--- src/rtl/tlb_miss_sched.sv ---
// -----------------------------------------------------------------------------
// tlb_miss_sched
//
// Serialises TLB misses from the instruction TLB (I) and the data TLB (D) onto
// one shared miss handler. One miss is accepted at a time. The handler walks
// for WALK_LAT cycles, then forms paddr = vaddr + os_offset (mod 2^ADDR_W).
// The result is broadcast on a single refill bus tagged with the destination.
//
// Build option:
//   TLB_MISS_SCHED_RR_EN  defined   -> round-robin arbitration on ties
//                         undefined -> fixed priority, D wins over I
//
// Parameters:
//   ADDR_W    address width (virtual and physical)
//   WALK_LAT  cycles spent walking per miss, 1..255
//
// Ports:
//   clk, reset             clock; asynchronous active-high reset
//   i_req / i_vaddr        ITLB miss (level, held until i_ack) and its address
//   i_ack                  one-cycle pulse, I miss accepted
//   d_req / d_vaddr        DTLB miss (level, held until d_ack) and its address
//   d_ack                  one-cycle pulse, D miss accepted
//   os_offset              translation offset, sampled on the WALK->FILL edge
//   fill_valid             one-cycle pulse, refill bus carries a result
//   fill_dest              refill target: 0 = ITLB, 1 = DTLB
//   fill_vaddr/fill_paddr  refilled virtual / translated physical address
//   busy                   high whenever the scheduler is not IDLE
// -----------------------------------------------------------------------------
module tlb_miss_sched #(
    parameter int ADDR_W   = 32,
    parameter int WALK_LAT = 4
) (
    input  logic              clk,
    input  logic              reset,
    input  logic              i_req,
    input  logic [ADDR_W-1:0] i_vaddr,
    output logic              i_ack,
    input  logic              d_req,
    input  logic [ADDR_W-1:0] d_vaddr,
    output logic              d_ack,
    input  logic [ADDR_W-1:0] os_offset,
    output logic              fill_valid,
    output logic              fill_dest,
    output logic [ADDR_W-1:0] fill_vaddr,
    output logic [ADDR_W-1:0] fill_paddr,
    output logic              busy
);

    typedef enum logic [1:0] {
        IDLE = 2'd0,
        WALK = 2'd1,
        FILL = 2'd2
    } state_t;

    // The counter counts down to zero, so a load of WALK_LAT-1 yields exactly
    // WALK_LAT cycles in WALK.
    localparam logic [7:0] CNT_LOAD = 8'(WALK_LAT - 1);

    state_t              state_q, state_d;
    logic [7:0]          cnt_q, cnt_d;
    logic [ADDR_W-1:0]   lat_vaddr_q, lat_vaddr_d;
    logic                lat_dest_q, lat_dest_d;
    logic                i_ack_q, i_ack_d;
    logic                d_ack_q, d_ack_d;
    logic                fill_valid_q, fill_valid_d;
    logic                fill_dest_q, fill_dest_d;
    logic [ADDR_W-1:0]   fill_vaddr_q, fill_vaddr_d;
    logic [ADDR_W-1:0]   fill_paddr_q, fill_paddr_d;

    // High when D is the winner of the current IDLE-cycle arbitration.
    logic                grant_d;

`ifdef TLB_MISS_SCHED_RR_EN
    // Last granted requester: 0 = I, 1 = D. Reset value 0 lets D win the
    // first tie, after which ties alternate.
    logic                rr_q, rr_d;

    always_comb begin
        grant_d = d_req && (!i_req || !rr_q);
    end
`else
    always_comb begin
        grant_d = d_req;
    end
`endif

    always_comb begin
        // NOTE: every combinational output gets a default before the case
        // statement so no path leaves a signal unassigned (no latches).
        state_d      = state_q;
        cnt_d        = cnt_q;
        lat_vaddr_d  = lat_vaddr_q;
        lat_dest_d   = lat_dest_q;
        i_ack_d      = 1'b0;
        d_ack_d      = 1'b0;
        fill_valid_d = 1'b0;
        fill_dest_d  = fill_dest_q;
        fill_vaddr_d = fill_vaddr_q;
        fill_paddr_d = fill_paddr_q;
`ifdef TLB_MISS_SCHED_RR_EN
        rr_d         = rr_q;
`endif

        unique case (state_q)
            IDLE: begin
                if (i_req || d_req) begin
                    lat_vaddr_d = grant_d ? d_vaddr : i_vaddr;
                    lat_dest_d  = grant_d;
                    cnt_d       = CNT_LOAD;
                    i_ack_d     = !grant_d;
                    d_ack_d     = grant_d;
                    state_d     = WALK;
`ifdef TLB_MISS_SCHED_RR_EN
                    rr_d        = grant_d;
`endif
                end
            end

            WALK: begin
                if (cnt_q != 8'd0) begin
                    cnt_d = cnt_q - 8'd1;
                end else begin
                    // os_offset is only looked at on this edge; the sum wraps
                    // modulo 2^ADDR_W with the carry dropped.
                    fill_valid_d = 1'b1;
                    fill_dest_d  = lat_dest_q;
                    fill_vaddr_d = lat_vaddr_q;
                    fill_paddr_d = lat_vaddr_q + os_offset;
                    state_d      = FILL;
                end
            end

            FILL: begin
                // Requests are deliberately not sampled here.
                state_d = IDLE;
            end

            default: begin
                state_d = IDLE;
            end
        endcase
    end

    // NOTE: sequential state uses non-blocking assignments so every flop
    // updates from the values present before the edge.
    always_ff @(posedge clk or posedge reset) begin
        if (reset) begin
            state_q      <= IDLE;
            cnt_q        <= 8'd0;
            lat_vaddr_q  <= '0;
            lat_dest_q   <= 1'b0;
            i_ack_q      <= 1'b0;
            d_ack_q      <= 1'b0;
            fill_valid_q <= 1'b0;
            fill_dest_q  <= 1'b0;
            fill_vaddr_q <= '0;
            fill_paddr_q <= '0;
        end else begin
            state_q      <= state_d;
            cnt_q        <= cnt_d;
            lat_vaddr_q  <= lat_vaddr_d;
            lat_dest_q   <= lat_dest_d;
            i_ack_q      <= i_ack_d;
            d_ack_q      <= d_ack_d;
            fill_valid_q <= fill_valid_d;
            fill_dest_q  <= fill_dest_d;
            fill_vaddr_q <= fill_vaddr_d;
            fill_paddr_q <= fill_paddr_d;
        end
    end

`ifdef TLB_MISS_SCHED_RR_EN
    always_ff @(posedge clk or posedge reset) begin
        if (reset) begin
            rr_q <= 1'b0;
        end else begin
            rr_q <= rr_d;
        end
    end
`endif

    assign i_ack      = i_ack_q;
    assign d_ack      = d_ack_q;
    assign fill_valid = fill_valid_q;
    assign fill_dest  = fill_dest_q;
    assign fill_vaddr = fill_vaddr_q;
    assign fill_paddr = fill_paddr_q;
    assign busy       = (state_q != IDLE);

endmodule

--- config.mk ---
export PLATFORM = sky130hd
export DESIGN_NAME = tlb_miss_sched
export DESIGN_NICKNAME = d
export VERILOG_FILES = /design/src/rtl/tlb_miss_sched.sv
export SDC_FILE = /design/constraint.sdc
export NUM_CORES = 1
export LEC_CHECK = 0
export ABC_AREA = 0
export CAP_MARGIN = 20
export CORE_AREA = 5 5 151 153
export DETAILED_ROUTE_END_ITERATION = 12
export DIE_AREA = 0 0 156 158
export GPL_ROUTABILITY_DRIVEN = 0
export GPL_TIMING_DRIVEN = 0
export SLEW_MARGIN = 5
export SYNTH_ARGS = -nofsm -noshare
export SYNTH_HDL_FRONTEND = slang
export SYNTH_SLANG_ARGS = --single-unit
--- constraint.sdc ---
create_clock -name clk -period 4.32 [get_ports clk]
set_input_delay 0.864 -clock clk [delete_from_list [all_inputs] [get_ports clk]]
set_output_delay 0.864 -clock clk [all_outputs]
set_load 0.05 [all_outputs]
==> results of run 1 <==
[cell usage after synthesis (all sizes together), types with 2 or more instances]
| cell type | n | area [um^2] |
|---|---|---|
| a2111oi | 2 | 17.52 |
| a211oi | 4 | 30.03 |
| a21boi | 2 | 15.01 |
| a21o | 9 | 67.56 |
| a21oi | 70 | 350.3 |
| a221o | 9 | 90.09 |
| a221oi | 2 | 17.52 |
| a311oi | 5 | 43.79 |
| a31o | 6 | 52.55 |
| a31oi | 2 | 12.51 |
| and2 | 7 | 43.80 |
| and3 | 8 | 50.05 |
| buf | 8 | 46.29 |
| clkbuf | 32 | 121.4 |
| dfrtp | 111 | 2778 |
| ha | 33 | 412.9 |
| inv | 12 | 45.04 |
| mux2i | 34 | 340.3 |
| nand2 | 149 | 559.3 |
| nand2b | 4 | 27.53 |
| nand3 | 14 | 70.07 |
| nand4 | 10 | 62.56 |
| nor2 | 70 | 262.8 |
| nor3 | 9 | 45.04 |
| nor3b | 2 | 15.01 |
| nor4b | 2 | 17.52 |
| o2111ai | 3 | 26.28 |
| o211ai | 7 | 52.55 |
| o21a | 7 | 52.55 |
| o21ai | 30 | 153.9 |
| o21bai | 5 | 37.54 |
| o31a | 3 | 26.28 |
| o31ai | 2 | 15.01 |
| or4 | 2 | 15.01 |
| xnor2 | 11 | 96.34 |
| xor2 | 9 | 78.83 |
[worst reg2reg max path, delay by kind of cell, from the launching register on]
family                   cells  cell delay [ns]
AO/OA/AOI/OAI                5             1.38
adder cells (fa/ha/maj)      1             0.29
buffers and inverters        1             0.37
flip-flops                   1             0.42
AND/OR/NAND/NOR              1             0.14
[cells by family after synthesis]
logic type	synth area share (%)
buffers and inverters	3.380
and+or+nand+nor	19.73
xor gates and xnor gates	2.784
muxes	5.409
AOI/OAI and AO/OA	17.68
DFF	44.14
adders and majority gates	6.880
[per-layer routing]
layer	part of all wire (%)	GRT usage (%)	up-vias
li1	-	-	2872
met1	44	21.60	2700
met2	49	27.12	129
met3	4.5	3.171	27
met4	2.2	5.919	2
met5	0.035	0	-
[how the worst max path moves through the flow]
stage                  startpoint                          to  slack, ns  cells past startpoint
floorplan                   reset        cnt_q[0]$_DFFE_PP0P_       0.53                      1
global placement            reset   fill_paddr[2]$_DFFE_PP0P_      -1.29                      2
detailed placement  os_offset[11]  fill_paddr[22]$_DFFE_PP0P_       0.82                     10
CTS                  os_offset[4]  fill_paddr[23]$_DFFE_PP0P_       1.17                      8
global route        os_offset[16]  fill_paddr[29]$_DFFE_PP0P_       0.94                      9
finish              os_offset[16]  fill_paddr[25]$_DFFE_PP0P_       1.13                      9
[sequential cells by signal (all words and copies together), names as in the netlist]
name	count
state_q	2
fill_valid	1
fill_paddr	32
d_ack	1
i_ack	1
cnt_q	8
lat_dest_q	1
fill_vaddr	32
lat_vaddr_q	32
fill_dest	1
[layout make-up]
type                            count  share of cell area, %
Buffer                             40                  1.941
Timing Repair Buffer              168                  19.67
Multi-Input combinational cell    546                  38.22
Inverter                           12                 0.5793
Tap cell                          280                  4.055
Clock buffer                       12                  2.969
Sequential cell                   111                  32.15
Clock inverter                      4                 0.4200
[placed cells by master, fill, tap and decap left out, types with 3 or more instances in the layout]
cell type / instances
a21oi_1: 70
ha_1: 33
nand4_1: 10
inv_6: 3
nor2_1: 70
xnor2_1: 11
a211oi_1: 4
and3_1: 8
o21ai_0: 29
a21o_1: 9
o2111ai_1: 3
clkbuf_16: 9
and2_1: 6
o211ai_1: 7
nor3_1: 9
clkbuf_1: 32
a31o_2: 6
o31a_1: 3
nand3_1: 14
a221o_1: 9
dfrtp_1: 111
o21a_1: 7
a311oi_1: 5
inv_1: 11
buf_2: 7
xor2_1: 9
clkdlybuf4s50_1: 167
o21bai_1: 5
nand2_1: 149
mux2i_1: 34
nand2b_1: 3
[stage by stage]
stage | setup TNS, ns | hold slack, ns
after global routing | 0 | 0.4993
after detailed placement | 0 | 0.4610
after floorplan | 0 | 0.4395
after CTS | 0 | 0.4805
final | 0 | 0.4749
after global placement | -142.26 | 0.4594
[power breakdown]
group	switching, uW	leakage (uW)	internal (uW)
clock	418	0.000142	433
combinational	2560	0.00230	1410
sequential	364	0.00134	1510
total	3340	0.00379	3350
==> out/results.tsv, run 1 <==
metric	value	unit
post_cts.repair.setup_buffers	0	
wl_per_cell	17.19	um
synth_edf_count	0	
core.rowCount	54	
endpoint_kind	register	
place_ws	0.8235	ns
first_global_vias	5601	
drtPass1Iterations	5	
syn_inst	709	
cts_buffers	9	
numClockSinks	111	
final.setup_skew	0.004324	ns
period_needed	3.195	ns
status	finished clean	
multiInputGateArea	0.003302	mm^2
worstHoldEndpoint	fill_vaddr[8]$_DFFE_PP0P_	
grt_antenna_before_repair	1	
timing.fmax	313.0	MHz
ff_latch_area	0.002778	mm^2
die-area	0.02465	mm^2
drive_gt1_share	4.143	%
r2r_slack	1.61	ns
cap_violations	0	
diodes	0	
slowest_stage	clkdlybuf4s50_1	
p_total	6695	uW
dp_cells	1157	
cp.arrival	3.44	ns
grt_pass1_wl	31.62	mm
tightestPinTransition	0.7988	ns
synth_seq_cells	111	
nets	1022	
worstPathRequired	4.57	ns
synth_warnings	0	
layout_setup_ws	1.125	ns
clockBufferDepth	2	
ctsResizeCount	0	
yosysUniqueCellTypes	55	
reg2reg_depth	8	
place_hpwl	16.11	mm
path_buf_inv	2	
vias_per_cell	4.885	
clockRootBuffer	clkbuf_16	
power.leakage	0.003789	uW
min-delay-start	fill_vaddr[8]$_DFFE_PP0P_	
rsz0062_at_grt	false	
wl	20.17	mm
first_iter_violations	428	
clkLatencyLatePin	0.36	ns
htree_levels	3	
path_max_fanout	9	
io_pins	169	
crit_chain	clkdlybuf4s50_1, ha_1, clkbuf_1, a21oi_1, o21ai_0, a21oi_1, o221ai_1, a31o_2, a221o_1	
clkTransAtPathRegs	0.08	ns
hold_viol	0	
dr_total_vias	5730	
holdCritPathClass	reg -> reg	
start_kind	input port	
max_stage_delay	0.41	ns
placed_cell_area	0.008347	mm^2
fill_cells	2171	
synth_flop_cell	dfrtp_1	
drv_slew	0	
coreArea	0.02142	mm^2
die_x	156	um
cts-hold-fix-buffers	0	
synthArstFlopShare	100.0	%
crit_top_cell	a21oi_1	
syn_area	0.006292	mm^2
initial_core_util	29.38	%
fin_util	40.34	%
hold_path_depth	2	
areaGrowthSynthToFinish	37.30	%
numPortBuffers	167	
syn_nets	843	
path_class	in -> reg	
rr_endpoint	fill_paddr[26]$_DFFE_PP0P_	
instances_no_fill	1173	
power_density	775.0	mW/mm^2
max_slew_margin	46.75	%
drc_errors	0	
die_h	158	um
ant_nets	0	
design_area	0.008640	mm^2
synth_area_per_cell	8.875	um^2
grt_max_degree	66	
irDropWorstVdd	0.0002745	V
r2r_start	lat_vaddr_q[16]$_DFFE_PP0P_	
grt.total_usage	16.45	%
fin_crit_sh	73.96	%
setup_viol	0	
tritoncts	yes	
overflow	0	
ys_seq_area_share	44.14	%
crit_family	compound AO/OA/AOI/OAI gates	
No activity file was read; power rests on OpenSTA's default activity.
==> inputs of run 2 (changes only) <==
==> constraint.sdc (replaced) <==
create_clock -name clk -period 3.1 [get_ports clk]
set_input_delay 0.62 -clock clk [delete_from_list [all_inputs] [get_ports clk]]
set_output_delay 0.62 -clock clk [all_outputs]
set_load 0.05 [all_outputs]
==> out/results.tsv, run 2 (synthesis gave the netlist of run 1 again) <==
metric	value	unit	change
clkTransAtPathRegs	0.08	ns	about the same
mostFrequentLayoutCell	clkdlybuf4s50_1		
power.leakage	0.003824	uW	+0.92%
htree_levels	3		unchanged
nets	1023		+0.098%
coreArea	0.02142	mm^2	unchanged
die_x	156	um	unchanged
fin_crit_sh	93.37	%	
first_global_vias	5586		-0.27%
path_buf_inv	1		-1
crit_top_cell	a21oi_1		
setup_viol	0		unchanged
dr_total_vias	5729		-0.017%
drive_gt1_share	4.698	%	+0.55 points
numClockSinks	111		unchanged
holdCritPathClass	reg -> reg		
drtPass1Iterations	5		unchanged
initial_core_util	29.38	%	unchanged
irDropWorstVdd	0.0003830	V	+40%
placed_cell_area	0.008378	mm^2	+0.37%
numPortBuffers	167		unchanged
place_ws	-0.2297	ns	-1.053 ns
grt_pass1_wl	31.46	mm	-0.52%
cap_violations	0		unchanged
die_h	158	um	unchanged
top_layer_used	met5		
endpoint_kind	register		
cp.arrival	3.15	ns	-0.29 ns
tightestPinTransition	0.7982	ns	-0.0006207 ns
grt_max_degree	32		-52%
worstPathRequired	3.35	ns	-1.22 ns
timing.fmax	345.5	MHz	
drv_slew	0		unchanged
grt.total_usage	16.40	%	-0.052 points
clockRootBuffer	clkbuf_16		
post_cts.repair.setup_buffers	0		unchanged
overflow	0		unchanged
vias_per_cell	4.880		-0.10%
diodes	0		unchanged
final.setup_skew	0.009592	ns	+0.005268 ns
start_kind	input port		
first_iter_violations	506		+18%
areaGrowthSynthToFinish	38.58	%	
clockBufferDepth	2		unchanged
ant_nets	0		unchanged
tritoncts	yes		
wl	20.44	mm	+1.3%
met3_length	791	um	-13%
io_pins	169		unchanged
crit_family	compound AO/OA/AOI/OAI gates		
max_slew_margin	46.79	%	about the same
design_area	0.008720	mm^2	+0.93%
period_needed	2.894	ns	
slowest_stage	ha_1		
drc_errors	0		unchanged
crit_chain	clkdlybuf4s50_1, ha_1, a21oi_1, o21ai_0, a21oi_1, o221ai_1, a31o_2, a221o_1		
layout_setup_ws	0.2056	ns	-0.9195 ns
power_density	1091	mW/mm^2	+41%
m1WireLength	9.188	mm	+2.5%
core.rowCount	54		unchanged
wl_met2	10.06	mm	+2.2%
rsz0062_at_grt	false		
status	finished clean		
clkLatencyLatePin	0.36	ns	about the same
die-area	0.02465	mm^2	unchanged
cts_buffers	9		unchanged
grt_antenna_before_repair	2		+1
hold_viol	0		unchanged
wl_per_cell	17.41	um	+1.2%
max_stage_delay	0.46	ns	+0.05 ns
mostFrequentLayoutCells	clkdlybuf4s50_1, nand2_1, dfrtp_1, nor2_1, a21oi_1		
path_max_fanout	9		unchanged
path_class	in -> reg		
place_hpwl	16.41	mm	+1.8%
[run 2: stage by stage]
step / TNS (ns) / hold slack (ns) / total power [uW] / utilization (%) / cells
floorplan: 0 / 0.4395 / 6353 / - / 709
global placement: -4.738 / 0.4573 / 8130 / 38.84 / 1156
detailed placement: -2.013 / 0.4618 / 8197 / 39.12 / 1159
CTS: 0 / 0.4820 / 9562 / 40.69 / 1175
global route: 0 / 0.4907 / 10170 / 40.71 / 1174
finish: 0 / 0.4757 / 9516 / 40.71 / 1174
[run 2: path summary, 6_finish.rpt]
kind,to,depth (start not counted),slack [ns],startpoint
max in group asynchronous,fill_vaddr[22]$_DFFE_PP0P_,5,1.42,reset
setup / recovery,fill_paddr[25]$_DFFE_PP0P_,8,0.21,os_offset[16]
min in group asynchronous,fill_paddr[2]$_DFFE_PP0P_,2,0.68,reset
hold / removal,fill_vaddr[22]$_DFFE_PP0P_,2,0.48,fill_vaddr[22]$_DFFE_PP0P_
hold reg to reg,fill_vaddr[22]$_DFFE_PP0P_,2,0.48,fill_vaddr[22]$_DFFE_PP0P_
setup reg to reg,fill_paddr[26]$_DFFE_PP0P_,8,0.47,lat_vaddr_q[15]$_DFFE_PP0P_
[run 2: cell type report]
cell class | count | area [um^2]
tap | 280 | 350.3
inverter | 12 | 48.80
multi-input combinational | 546 | 3311
timing repair buffer | 170 | 1732
sequential | 111 | 2778
clock inverter | 6 | 97.59
fill | 2171 | 12700
clock buffer | 10 | 239.0
buffer | 39 | 163.9
[run 2: layer usage]
layer / global-route usage (%) / vias up
met2: 27.67 / 131
met5: 0 / -
li1: - / 2863
met3: 2.761 / 26
met4: 5.336 / 4
met1: 21.49 / 2705
[run 2: tightest hold or removal path: stages (launching register included)]
cell and delay (ns):
dfrtp_1 0.34, nand2_1 0.05, nand2_1 0.06
[run 2: report_power, final]
part           internal (uW)  switching [uW]
Clock                    745             591
Combinational           1970            3590
Sequential              2110             512
[run 2: timing repair]
| action | CTS | global route |
|---|---|---|
| resized for setup | 0 | 2 |
| hold buffers | 0 | 0 |
| endpoints found under the setup margin | 0 | 8 |
==> inputs of run 3 (changes only) <==
--- a/config.mk
+++ b/config.mk
@@ -8,6 +8,7 @@
 export ABC_AREA = 0
 export CAP_MARGIN = 20
 export CORE_AREA = 5 5 151 153
+export CTS_CLUSTER_SIZE = 8
 export DETAILED_ROUTE_END_ITERATION = 12
 export DIE_AREA = 0 0 156 158
 export GPL_ROUTABILITY_DRIVEN = 0
==> results of run 3 <==
The final DEF is identical to that of run 2; final timing and power are the same.
